**config.mk**
```make
export PLATFORM = sky130hd
export DESIGN_NAME = sprite_ram_loader
export DESIGN_NICKNAME = d
export VERILOG_FILES = /design/src/rtl/chess_sprite_pkg.sv /design/src/rtl/sprite_ram_loader.sv
export SDC_FILE = /design/constraint.sdc
export NUM_CORES = 1
export LEC_CHECK = 0
export ABC_AREA = 1
export BUFFER_PORTS_ARGS = -buffer_cell sky130_fd_sc_hd__buf_2
export CAP_MARGIN = 0
export CORE_MARGIN = 10
export CORE_UTILIZATION = 60
export CTS_CLUSTER_DIAMETER = 150
export DETAILED_ROUTE_END_ITERATION = 8
export PLACE_DENSITY = 0.84
export SLEW_MARGIN = 30
export SYNTH_ARGS = -nofsm -noshare
export SYNTH_HDL_FRONTEND = slang
export SYNTH_SLANG_ARGS = --single-unit
```
**constraint.sdc**
```tcl
create_clock -name vga_clk -period 4.22 [get_ports vga_clk]
set_input_delay 0.633 -clock vga_clk [delete_from_list [all_inputs] [get_ports vga_clk]]
set_output_delay 0.633 -clock vga_clk [all_outputs]
set_load 0.005 [all_outputs]
```
**src/rtl/chess_sprite_pkg.sv**
```systemverilog
// Shared sprite constants, the piece-id enum used by the piece controller,
// and the state type of the sprite RAM loader.
package chess_sprite_pkg;

  localparam int SPRITE_W      = 60;
  localparam int SPRITE_H      = 60;
  localparam int NUM_PIECES    = 12;
  localparam int SPRITE_PIXELS = SPRITE_W * SPRITE_H;
  localparam int SPRITE_BYTES  = SPRITE_PIXELS / 2;

  typedef enum logic [3:0] {
    wP, wN, wB, wR, wQ, wK,
    bP, bN, bB, bR, bQ, bK
  } piece_id_e;

  typedef enum logic [1:0] {
    IDLE,
    HI,
    LO,
    DRAIN
  } loader_state_e;

endpackage

```
**src/rtl/sprite_ram_loader.sv**
```systemverilog
// Unpacks a header + packed 4-bit pixel byte stream into per-pixel writes to
// the shared sprite RAM, tracking which sprite slots hold a complete image.
module sprite_ram_loader #(
  parameter int SPRITE_W   = chess_sprite_pkg::SPRITE_W,
  parameter int SPRITE_H   = chess_sprite_pkg::SPRITE_H,
  parameter int NUM_PIECES = chess_sprite_pkg::NUM_PIECES,
  parameter int ADDR_W     = 12
) (
  input  logic                  vga_clk,
  input  logic                  reset_n,
  input  logic                  s_valid,
  output logic                  s_ready,
  input  logic [7:0]            s_data,
  input  logic                  s_last,
  output logic                  wr_en,
  output logic [3:0]            wr_piece,
  output logic [ADDR_W-1:0]     wr_addr,
  output logic [3:0]            wr_data,
  output logic                  busy,
  output logic                  done,
  output logic                  err,
  output logic [NUM_PIECES-1:0] loaded
);

  import chess_sprite_pkg::loader_state_e;
  import chess_sprite_pkg::IDLE;
  import chess_sprite_pkg::HI;
  import chess_sprite_pkg::LO;
  import chess_sprite_pkg::DRAIN;

  // ptr points at the first pixel of the pair being written; the last pair
  // starts two pixels before the end of the sprite.
  localparam logic [ADDR_W-1:0] LAST_PAIR = ADDR_W'(SPRITE_W * SPRITE_H - 2);

  loader_state_e         state_q, state_d;
  logic [ADDR_W-1:0]     ptr_q, ptr_d;
  logic [3:0]            lo_nib_q, lo_nib_d;
  logic                  last_q, last_d;

  logic                  s_ready_d, wr_en_d, busy_d, done_d, err_d;
  logic [3:0]            wr_piece_d, wr_data_d;
  logic [ADDR_W-1:0]     wr_addr_d;
  logic [NUM_PIECES-1:0] loaded_d;

  logic xfer, hdr_ok, last_pair;

  assign xfer      = s_valid && s_ready;
  assign hdr_ok    = (int'(s_data[3:0]) < NUM_PIECES) && !s_last;
  assign last_pair = (ptr_q == LAST_PAIR);

  always_ff @(posedge vga_clk or negedge reset_n) begin
    if (!reset_n) begin
      state_q  <= IDLE;
      ptr_q    <= '0;
      lo_nib_q <= '0;
      last_q   <= 1'b0;
      s_ready  <= 1'b0;
      wr_en    <= 1'b0;
      wr_piece <= '0;
      wr_addr  <= '0;
      wr_data  <= '0;
      busy     <= 1'b0;
      done     <= 1'b0;
      err      <= 1'b0;
      loaded   <= '0;
    end else begin
      state_q  <= state_d;
      ptr_q    <= ptr_d;
      lo_nib_q <= lo_nib_d;
      last_q   <= last_d;
      s_ready  <= s_ready_d;
      wr_en    <= wr_en_d;
      wr_piece <= wr_piece_d;
      wr_addr  <= wr_addr_d;
      wr_data  <= wr_data_d;
      busy     <= busy_d;
      done     <= done_d;
      err      <= err_d;
      loaded   <= loaded_d;
    end
  end

  always_comb begin
    state_d = state_q;
    case (state_q)
      IDLE: begin
        if (xfer) begin
          if (hdr_ok)       state_d = HI;
          else if (!s_last) state_d = DRAIN;
        end
      end
      HI: begin
        if (xfer) state_d = LO;
      end
      LO: begin
        if (last_pair)   state_d = last_q ? IDLE : DRAIN;
        else if (last_q) state_d = IDLE;
        else             state_d = HI;
      end
      DRAIN: begin
        if (xfer && s_last) state_d = IDLE;
      end
      default: state_d = IDLE;
    endcase
  end

  // Computes the next value of every registered output and datapath register,
  // so all outputs are glitch-free flops.
  always_comb begin
    ptr_d      = ptr_q;
    lo_nib_d   = lo_nib_q;
    last_d     = last_q;
    wr_en_d    = 1'b0;
    wr_piece_d = wr_piece;
    wr_addr_d  = wr_addr;
    wr_data_d  = wr_data;
    done_d     = 1'b0;
    err_d      = 1'b0;
    loaded_d   = loaded;
    case (state_q)
      IDLE: begin
        if (xfer) begin
          if (hdr_ok) begin
            wr_piece_d               = s_data[3:0];
            ptr_d                    = '0;
            loaded_d[s_data[3:0]]    = 1'b0;
          end else begin
            err_d = 1'b1;
          end
        end
      end
      HI: begin
        if (xfer) begin
          wr_en_d   = 1'b1;
          wr_addr_d = ptr_q;
          wr_data_d = s_data[7:4];
          lo_nib_d  = s_data[3:0];
          last_d    = s_last;
        end
      end
      LO: begin
        wr_en_d   = 1'b1;
        wr_addr_d = ptr_q + ADDR_W'(1);
        wr_data_d = lo_nib_q;
        ptr_d     = ptr_q + ADDR_W'(2);
        if (last_pair && last_q) begin
          done_d             = 1'b1;
          loaded_d[wr_piece] = 1'b1;
        end else if (last_pair || last_q) begin
          err_d = 1'b1;
        end
      end
      default: ;
    endcase
    busy_d    = (state_d != IDLE);
    s_ready_d = (state_d != LO);
  end

endmodule

```
Yosys cells after proc, flatten, opt, wreduce, memory -nomap -nowiden
Cells that the tools add are included.
{"block": "word_totals", "input_bits": 12, "ff_bits": 56}
{"block": "classes", "eq_ne": 9, "reduce_logical": 17, "bitwise": 3, "n_addsub": 2, "order_cmp": 5, "n_mux": 33}
{"op": "12-bit 2-to-1 mux", "count": 6}
{"op": "12-bit one-hot mux with 2 select lines", "count": 3}
{"op": "2-bit 2-to-1 mux", "count": 7}
{"op": "12-bit by 1-bit adder with 12-bit output (second input constant)", "count": 1}
{"op": "12-bit by 2-bit adder with 12-bit output (second input constant)", "count": 1}
{"op": "12-bit bitwise AND", "count": 1}
{"op": "12-bit == test (second input constant)", "count": 1}
{"op": "12-bit NOT", "count": 1}
{"op": "12-bit bitwise OR", "count": 1}
{"op": "4-bit by 5-bit < comparator with 1-bit output (second input constant)", "count": 2}
{"op": "1-bit 2-to-1 mux", "count": 10}
{"op": "2-bit inequality test (second input constant)", "count": 5}
{"op": "1-bit demux with 4-bit select", "count": 2}
{"op": "4-bit by 1-bit >= comparator with 1-bit output (second input constant)", "count": 2}
{"op": "2-bit one-hot mux with 4 select lines", "count": 1}
{"op": "4-bit one-hot mux with 2 select lines", "count": 1}
{"op": "1-bit logical AND", "count": 6}
{"op": "3-bit AND reduction", "count": 2}
{"op": "2-bit nonzero test", "count": 3}
{"op": "2-bit == test (second input constant)", "count": 2}
{"op": "4-bit < comparator (second input constant)", "count": 1}
{"op": "4-bit 2-to-1 mux", "count": 1}
{"op": "1-bit one-hot mux with 2 select lines", "count": 2}
{"op": "2-bit AND reduction", "count": 2}
{"op": "other kinds (5)", "count": 5}

Depth between registers and ports, before layout
Gate-level depths: netlist of the first run.
{"block": "depth", "depth_word": 9, "ltp_mapped": 10, "depth_no_buf": 9}

Worst setup path before layout of the first run
No wires, ideal clock.
{"block": "synth_path", "kind": "flip-flop to flip-flop", "start": "register ptr_q[1]", "end": "register loaded[11]", "n_path_buf": 1, "stages_incl_launch_ff": 10, "required_ns": 4.155, "arrival_ns": 1.726, "setup_time_ns": 0.065, "path_slack_ns": 2.429, "path_cell_list": "dfrtp_1 > inv_1 > nor2_1 > nor4b_1 > ha_1 > nor2_4 > nor2_8 > buf_12 > nand3_1 > nand2_1"}
{"block": "synth_via", "elab_chain_len": 4}
{"item": "start: declaration", "line_no": "sprite_ram_loader.sv:36", "source": "logic [ADDR_W-1:0] ptr_q, ptr_d;"}
{"item": "start signal: assignment", "line_no": "sprite_ram_loader.sv:68", "source": "ptr_q <= ptr_d;"}
{"item": "12-bit == test", "line_no": "sprite_ram_loader.sv:49", "source": "assign last_pair = (ptr_q == LAST_PAIR);"}
{"item": "1-bit logical AND", "line_no": "sprite_ram_loader.sv:146", "source": "if (last_pair && last_q) begin"}
{"item": "2-bit inequality test (no line)"}
{"item": "4-bit AND reduction (no line)"}
{"item": "end signal: assignment", "line_no": "sprite_ram_loader.sv:79", "source": "loaded <= loaded_d;"}
{"item": "end: declaration", "line_no": "sprite_ram_loader.sv:22", "source": "output logic [NUM_PIECES-1:0] loaded"}
No other way between the ends.
A chain may end at the register's enable or synchronous reset.

Worst setup path in the final report of the first run
{"block": "layout_path", "start": "register ptr_q[1]", "end": "register loaded[0]"}
The elaborated chain is that of the path after synthesis.

==> run_results.csv, run 1 <==
group,metric,value,unit
synthesis,synth_cell_types,33,
critical_path,worst_path_largest_cell_delay,0.50,ns
synthesis,yosys_warnings,0,
cts,cts_buffer_depth,2,
place,portBuffers,48,
grt,grt_max_degree,56,
sta,report.final.slew_viol_count,0,
route,routed-via-count,2521,
critical_path,crit_path_start_kind,"register",
critical_path,crit_chain,"inv_1 -> nor2_1 -> nor4b_1 -> ha_1 -> nor2_4 -> nor2_8 -> nand2_1 -> a21boi_1",
pwr,ir_worst_vdd,0.000358,V
synthesis,synth_edf_count,0,
route,dr.first_iter.drc_count,156,
critical_path,timing.rr.start,"ptr_q[1]",
critical_path,cp_data_required_time,4.46,ns
critical_path,crit_end,"loaded[0]",
finish,diodes,0,
finish,design_area,3200,µm²
pwr,power.density,661,nW/µm²
critical_path,r2r.worst_path.cells,8,
finish,final_layout_size_suffix_gt1_share,19.1,%
critical_path,cp_slowest_cell,"nor4b_1",
floorplanning,die_area,7950,µm²
cts,cts_tree,"built",
place,dpl_worst_slack,1.77,ns
critical_path,rrSetupSlack,1.87,ns
place,detailed_place.area,3100,µm²
sta,worst_slack,1.87,ns
cts,clkTransAtPathRegs,0.10,ns
grt,grt_pass1_wl,10.9,mm
route,first_pass_iters,5,
sta,rsz0062_at_grt,"no",
floorplanning,core_area,4690,µm²
outcome,status,"complete, no violations",
critical_path,reg2reg_to,"loaded[0]",
grt,globalRouteTotalUtil,17.4,%
floorplanning,fp-row-count,25,
cts,cts_resized,0,
critical_path,setup.worst_path.start,"ptr_q[1]",
sta,hold_viol_final,0,
route,wl_per_cell,14.4,µm
sta,fin_skew,0.00734,ns
floorplanning,io_pins,49,
synthesis,netlist_instances,356,
cts,cts_sinks,55,
critical_path,crit_fanout,15,
finish,final_common_cell,"nand2_1",
finish,fillers,380,
finish,most-common-layout-cells,"nand2_1, dfrtp_1, buf_2",
synthesis,synthFlopType,"dfrtp_1",
grt,antenna_found_initial,0,
critical_path,crit_type,"register to register",
cts,clk_latency,0.32,ns
synthesis,syn_nets,375,
critical_path,cp.arrival,2.59,ns
finish,syn2layout_area_growth,11.6,%
cts,htreeDepth,2,
floorplanning,die_h,89.2,µm
hold_path,hold_path_class,"primary input to async pin",
sta,min_period_over_period,55.6,%
cts,cts_hold_buffers,0,
route,ant_nets,0,
route,drc,0,
floorplanning,dieWidth,89.2,µm
place,gp_congestion,0.919,
grt,grt_overflow,0,
synthesis,syn_area,2870,µm²
sta,max-slew-margin-rel,55.5,%
synthesis,ys_seq_area_share,47.9,%
critical_path,cp-end-kind,"register",
grt,grt_pass1_vias,2452,
synthesis,synth.avg_cell_area,8.07,µm²
place,dp.final_hpwl,4.96,mm
finish,fin_nets,421,
sta,setup_viol,0,
pwr,leakagePower,1.61,nW
synthesis,async_flop_share,100,%
floorplanning,initial_utilization,61.2,%
cts,clockRootBuffer,"clkbuf_8",
sta,min_period,2.35,ns
run,drv_cap,0,
sta,tns,0,ns
sta,max_freq,0.426,GHz
route,via_per_inst,5.52,
cts,cts_setup_buffers,0,
cts,numCtsBuffers,5,
route,routed_wl,6.58,mm
sta,max_slew.worst_pin.slew,0.667,ns
synthesis,ys_seq_elements,55,
-- cell type report --
| type | instances | area, µm² | share of cell area (%) |
|---|---|---|---|
| flip-flops and latches | 55 | 1380 | 43.0 |
| multi-input cells | 248 | 1250 | 39.2 |
| clock buffers | 5 | 68.8 | 2.15 |
| well taps | 54 | 67.6 | 2.11 |
| clock inverters | 3 | 23.8 | 0.742 |
| inverters | 42 | 158 | 4.92 |
| repair buffers | 50 | 255 | 7.97 |
-- power breakdown --
| part | total (mW) | internal, mW | switching, mW |
|---|---|---|---|
| sequential | 0.862 | 0.734 | 0.128 |
| combinational | 0.954 | 0.347 | 0.606 |
| clock | 0.301 | 0.119 | 0.182 |
-- state kept, by name, indices dropped and copies added (netlist names), 2 cells and up --
| register | flops |
|---|---|
| loaded | 12 |
| wr_addr | 12 |
| ptr_q | 11 |
| lo_nib_q | 4 |
| wr_data | 4 |
| wr_piece | 4 |
| state_q | 2 |
-- through the flow --
step	power, mW	utilization [%]	hold slack, ns	std cells
finish	2.12	68.3	0.419	457
global route	2.31	68.3	0.478	457
global placement	1.78	66.2	0.465	449
floorplan	1.54	-	0.337	356
CTS	2.13	68.1	0.464	457
detailed placement	1.82	66.2	0.470	449
-- worst max-delay path: cells and delay by family, from the launching register on --
| kind | cells | cell delay (ns) |
|---|---|---|
| simple gates | 5 | 1.22 |
| fa+ha+maj | 1 | 0.33 |
| compound gates | 1 | 0.13 |
| flops | 1 | 0.47 |
| buf+inv | 1 | 0.13 |
-- worst min-delay path by stage --
stage / from / end / slack, ns / cells past startpoint
floorplan: reset_n / busy / 0.34 / 0
global placement: loaded[6] / loaded[6] / 0.46 / 2
detailed placement: loaded[6] / loaded[6] / 0.47 / 2
CTS: reset_n / wr_addr[1] / 0.46 / 2
global route: reset_n / wr_addr[1] / 0.48 / 2
finish: reset_n / wr_addr[1] / 0.42 / 2
-- per-layer routing --
metal | up-vias | part of all wire, % | global-route usage [%]
li1 | 1235 | - | -
met1 | 1179 | 40 | 20.2
met2 | 92 | 51 | 29.5
met3 | 15 | 7.3 | 5.01
met4 | 0 | 1.9 | 6.94
met5 | - | 0 | 0
-- kinds of logic (layout without fill, tap and decap cells) --
logic type               after synthesis  in the layout  synth area share (%)
AO/OA/AOI/OAI                         62             62                  12.5
adder cells (fa/ha/maj)                7              7                  3.05
buffers and inverters                 53            100                  8.63
flip-flops                            55             55                  47.9
multiplexers                           1              1                 0.392
AND/OR/NAND/NOR                      178            178                  27.5
-- cell usage after synthesis, types with 3 or more instances --
library cell  count  share of area [%]
inv_1            40                5.2
ha_1              7                3.0
a21oi_1          15                2.6
a31oi_1           4               0.87
dfrtp_1          55                 48
o21ai_0          27                4.7
a21oi_2           3               0.92
nor2_1           34                4.4
nand2_1         102                 13
nand4_1           8                1.7
a21boi_1          3               0.78
o21ai_2           4                1.2
buf_6             3                1.2
nor3_1            3               0.52
buf_2             5               0.87
nand3_1          21                3.7
(Power assumes the default switching activity.)
==> inputs of run 2 (changes only) <==
Settings changed: CORE_UTILIZATION 60 to 56, PLACE_DENSITY 0.84 to 0.8.
Clock period 4.22 ns to 2.2 ns, I/O delays scaled along.
==> run 2 against run 1 <==
- the flow now finishes with violations (negative hold slack)
- largest cell class unchanged
- worst setup slack lost 1.6 ns
- global-route usage down 0.69 points
- highest routed layer unchanged
- via count down 0.71%
==> run_results.csv, run 2 (synthesis results as in run 1) <==
group,metric,value,unit
outcome,violations,"negative hold slack",
critical_path,reg2reg_to,"loaded[4]",
floorplanning,die_h,91.6,µm
route,drc,0,
floorplanning,core_area,5040,µm²
cts,cts_hold_buffers,0,
critical_path,crit_path_start_kind,"register",
grt,grt_overflow,0,
grt,antenna_found_initial,0,
finish,stdcell_count,479,
grt,grt_pass1_vias,2570,
hold_path,hold_path_class,"primary input to async pin",
critical_path,cp-end-kind,"register",
critical_path,crit_chain,"inv_1 -> nand4_1 -> nor4b_2 -> ha_1 -> nor2_4 -> nor2_8 -> nand2_1 -> a21boi_1",
cts,htreeDepth,2,
finish,most-common-layout-cells,"nand2_1, dfrtp_1, buf_2",
critical_path,rrSetupSlack,0.30,ns
cts,clockRootBuffer,"clkbuf_8",
critical_path,worst_path_largest_cell_delay,0.43,ns
sta,min_period_over_period,86.1,%
grt,grt_max_degree,33,
cts,cts_buffer_depth,2,
place,dp.cells,471,
route,dr.first_iter.drc_count,197,
route,routed-via-count,2503,
sta,max-slew-margin-rel,62.1,%
cts,clk_latency,0.31,ns
sta,whs,-0.00118,ns
pwr,ir_worst_vdd,0.000874,V
run,drv_cap,0,
floorplanning,initial_utilization,56.9,%
grt,grt_pass1_wl,11.8,mm
cts,clkTransAtPathRegs,0.10,ns
critical_path,cp.arrival,2.13,ns
finish,final_common_cell,"nand2_1",
pwr,power.density,1280,nW/µm²
outcome,status,"complete, but fails checks",
finish,top_regs,"loaded: 12 flops, wr_addr: 12 flops, ptr_q: 11 flops",
sta,rsz0062_at_grt,"no",
floorplanning,dieWidth,91.6,µm
sta,min_period,1.90,ns
sta,hold_viol_final,1,
cts,cts_sinks,55,
route,ant_nets,0,
sta,setup_viol,0,
finish,syn2layout_area_growth,15.3,%
route,first_pass_iters,4,
sta,max_freq,0.528,GHz
critical_path,crit_type,"register to register",
critical_path,crit_fanout,15,
floorplanning,io_pins,49,
floorplanning,die_area,8390,µm²
floorplanning,fp-row-count,26,
critical_path,timing.rr.start,"ptr_q[7]",
pwr,leakagePower,1.66,nW
sta,report.final.slew_viol_count,0,
critical_path,cp_data_required_time,2.44,ns
finish,diodes,0,
critical_path,r2r.worst_path.cells,8,
cts,numCtsBuffers,5,
critical_path,cp_slowest_cell,"dfrtp_1",
route,wl_per_cell,14.0,µm
place,portBuffers,48,
sta,max_slew.worst_pin.slew,0.568,ns
place,dp.final_hpwl,5.12,mm
route,routed_wl,6.71,mm
cts,cts_tree,"built",
finish,fin_nets,427,
place,gp_congestion,0.912,
sta,tns,0,ns
finish,final_layout_size_suffix_gt1_share,20.5,%
route,via_per_inst,5.23,
grt,globalRouteTotalUtil,16.7,%
sta,fin_skew,0.00276,ns
==> run 2: worst max-delay path by stage <==
stage / startpoint / endpoint / slack (ns) / cells past startpoint
2_1_floorplan: ptr_q[1] / loaded[11] / 0.41 / 9
6_report: ptr_q[7] / loaded[4] / 0.30 / 8
3_3_place_gp: ptr_q[8] / loaded[0] / 0.29 / 8
3_5_place_dp: ptr_q[7] / loaded[4] / 0.18 / 8
4_1_cts: ptr_q[4] / loaded[4] / 0.16 / 8
5_1_grt: ptr_q[8] / loaded[0] / 0.09 / 8
==> run 2: worst max-delay path, delay by kind of cell (launching register included) <==
| kind | cells | cell delay [ns] |
|---|---|---|
| adders and majority gates | 1 | 0.28 |
| AOI/OAI and AO/OA | 1 | 0.14 |
| buffers and inverters | 1 | 0.13 |
| DFF | 1 | 0.43 |
| and+or+nand+nor | 5 | 0.85 |
==> run 2: per-layer routing <==
layer,part of all wire [%],vias to the layer above,track usage (%)
li1,-,1253,-
met1,44,1159,20.4
met2,49,80,28.4
met3,4.8,11,3.79
met4,1.8,0,5.48
met5,0,-,0
==> run 2: layout make-up <==
| class | count | area, µm² |
|---|---|---|
| fillers | 421 | 1730 |
| flip-flops and latches | 55 | 1380 |
| multi-input cells | 248 | 1250 |
| repair buffers | 56 | 313 |
| inverters | 42 | 158 |
| well taps | 70 | 87.6 |
| clock buffers | 6 | 82.6 |
| clock inverters | 2 | 38.8 |
==> run 2: repair_timing <==
item | 4_1_cts | 5_1_grt
setup buffers | 0 | 0
endpoints found under the setup margin | 0 | 11
endpoints found under the hold margin | 0 | 0
gates resized for setup | 0 | 1
==> run 2: power breakdown <==
part | leakage (nW) | internal (mW) | switching (mW)
registers | 0.680 | 1.41 | 0.241
clock network | 0.0618 | 0.375 | 0.341
logic | 0.920 | 0.704 | 1.17
==> run 2: stage by stage <==
step           instance area [µm²]  setup slack, ns  hold slack (ns)  power, mW  utilization, %
2_1_floorplan                 2870            0.409           0.0344       2.95               -
5_1_grt                       3310           0.0902           0.0232       4.62            65.6
4_1_cts                       3300            0.158           0.0121       4.28            65.5
3_3_place_gp                  3180            0.288            0.353       3.52            63.1
3_5_place_dp                  3180            0.181            0.356       3.56            63.1
6_report                      3310            0.305         -0.00118       4.24            65.6
==> inputs of run 3 (changes only) <==
Settings changed: GPL_TIMING_DRIVEN set to 0.
==> run 3 against run 2 <==
- the flow now finishes without violations
- utilization increased by 0.15 points
- wire length about the same
- register-to-register slack got worse by 0.15 ns
- sequential power about the same
- clock skew increased by 0.011 ns
- count of clock-buffer cells in the layout increased by 2
- combinational power increased by 6%
- fmax decreased by 7.2%
- via count increased by 0.12%
- sequential share of layout area decreased by 0.094 points
- total power decreased by 0.38%
- largest cell class unchanged
- highest routed layer unchanged
==> run_results.csv, run 3 (synthesis results as in run 1) <==
group,metric,value,unit
critical_path,crit_fanout,10,
critical_path,cp_data_required_time,2.44,ns
critical_path,cp_slowest_cell,"dfrtp_1",
finish,design_area,3320,µm²
sta,fin_skew,0.0140,ns
cts,htreeDepth,2,
sta,report.final.slew_viol_count,0,
critical_path,crit_type,"register to register",
sta,setup_viol,0,
critical_path,crit_path_start_kind,"register",
sta,min_period_over_period,92.8,%
critical_path,cp-end-kind,"register",
finish,utilization,65.8,%
grt,grt_pass1_vias,2537,
floorplanning,core_area,5040,µm²
cts,numCtsBuffers,5,
grt,grt_max_degree,56,
finish,final_common_cell,"nand2_1",
outcome,status,"complete, no violations",
sta,max-slew-margin-rel,54.7,%
finish,final_layout_size_suffix_gt1_share,20.6,%
grt,grt_overflow,0,
critical_path,crit_chain,"inv_1 -> nor2_1 -> nor4b_4 -> ha_1 -> nor2_4 -> nor2_8 -> buf_12 -> nand3_1 -> nand2_1",
place,gp_congestion,0.910,
grt,globalRouteTotalUtil,16.5,%
route,drc,0,
route,via_per_inst,5.20,
floorplanning,dieWidth,91.6,µm
route,dr.first_iter.drc_count,203,
finish,fin_nets,430,
floorplanning,die_area,8390,µm²
floorplanning,fp-row-count,26,
critical_path,critPathTopFamily,"simple AND/OR/NAND/NOR gates",
place,portBuffers,48,
cts,clkTransAtPathRegs,0.10,ns
cts,clockRootBuffer,"clkbuf_8",
hold_path,hold_path_class,"primary input to async pin",
place,dpl_worst_slack,-0.0642,ns
critical_path,cp.arrival,2.28,ns
route,first_pass_iters,5,
finish,diodes,0,
floorplanning,io_pins,49,
place,dp.final_hpwl,5.11,mm
route,routed-via-count,2506,
cts,cts_sinks,55,
finish,most-common-layout-cells,"nand2_1, dfrtp_1, buf_2",
route,wl_per_cell,13.9,µm
pwr,ir_worst_vdd,0.000858,V
grt,antenna_found_initial,0,
sta,max_freq,0.490,GHz
finish,top_regs,"loaded: 12 flops, wr_addr: 12 flops, ptr_q: 11 flops",
cts,cts_buffer_depth,2,
run,drv_cap,0,
sta,max_slew.worst_pin.slew,0.680,ns
sta,worst_slack,0.158,ns
route,ant_nets,0,
grt,grt_pass1_wl,11.5,mm
critical_path,cp_num_buf_inv,2,
critical_path,worst_path_largest_cell_delay,0.42,ns
floorplanning,die_h,91.6,µm
finish,syn2layout_area_growth,15.5,%
cts,cts_tree,"built",
sta,rsz0062_at_grt,"no",
pwr,leakagePower,1.66,nW
cts,clk_latency,0.30,ns
sta,hold_viol_final,0,
floorplanning,initial_utilization,56.9,%
place,detailed_place.area,3200,µm²
route,routed_wl,6.71,mm
pwr,power.density,1270,nW/µm²
sta,min_period,2.04,ns
cts,cts_hold_buffers,0,
-- run 3: changes by cell type in the layout (fill, tap and decap cells not counted), sizes merged --
cell / before / now
inv: 43 / 42
bufinv: 1 / 0
buf: 56 / 58
clkbuf: 6 / 9
-- run 3: metal layers --
| layer | GRT usage [%] | routed length (µm) |
|---|---|---|
| met3 | 4.20 | 361 |
| met2 | 29.1 | 3380 |
| met4 | 5.09 | 116 |
| met1 | 19.0 | 2850 |
| met5 | 0 | 0 |
-- run 3: cell type report --
class,instances,area [µm²]
multi-input combinational,248,1260
tap,70,87.6
sequential,55,1380
buffer,11,90.1
inverter,42,158
fill,427,1730
clock buffer,8,100
timing repair buffer,48,243
-- run 3: final timing paths --
| kind | slack, ns | from | to | cells past startpoint |
|---|---|---|---|---|
| worst max-delay path | 0.16 | ptr_q[1] | loaded[1] | 9 |
| worst min-delay path | 0.05 | reset_n | wr_addr[3] | 1 |
| worst max register to register | 0.16 | ptr_q[1] | loaded[1] | 9 |
| worst min register to register | 0.49 | loaded[6] | loaded[6] | 2 |
| max in group asynchronous | 1.68 | reset_n | wr_piece[3] | 1 |
| min in group vga_clk | 0.27 | s_data[6] | wr_data[2] | 3 |
-- run 3: what timing repair did --
action | CTS | global route
cloned | 0 | 0
resized for setup | 1 | 1
pin swaps | 0 | 0
hold endpoints to repair | 0 | 0
buffers inserted | 0 | 0
setup endpoints to repair | 10 | 8
-- run 3: power breakdown --
group	switching, mW	total [mW]	internal [mW]
clock	0.313	0.601	0.288
combinational	1.20	1.99	0.781
sequential	0.228	1.64	1.41
total	1.75	4.22	2.48
-- run 3: through the flow --
stage / power (mW) / TNS, ns / hold slack (ns) / instances
5_1_grt: 4.60 / 0 / 0.101 / 482
3_3_place_gp: 3.61 / -0.0312 / 0.464 / 474
4_1_cts: 4.27 / 0 / 0.0856 / 482
6_report: 4.22 / 0 / 0.0526 / 482
2_1_floorplan: 2.95 / 0 / 0.0344 / 356
3_5_place_dp: 3.66 / -0.379 / 0.419 / 474
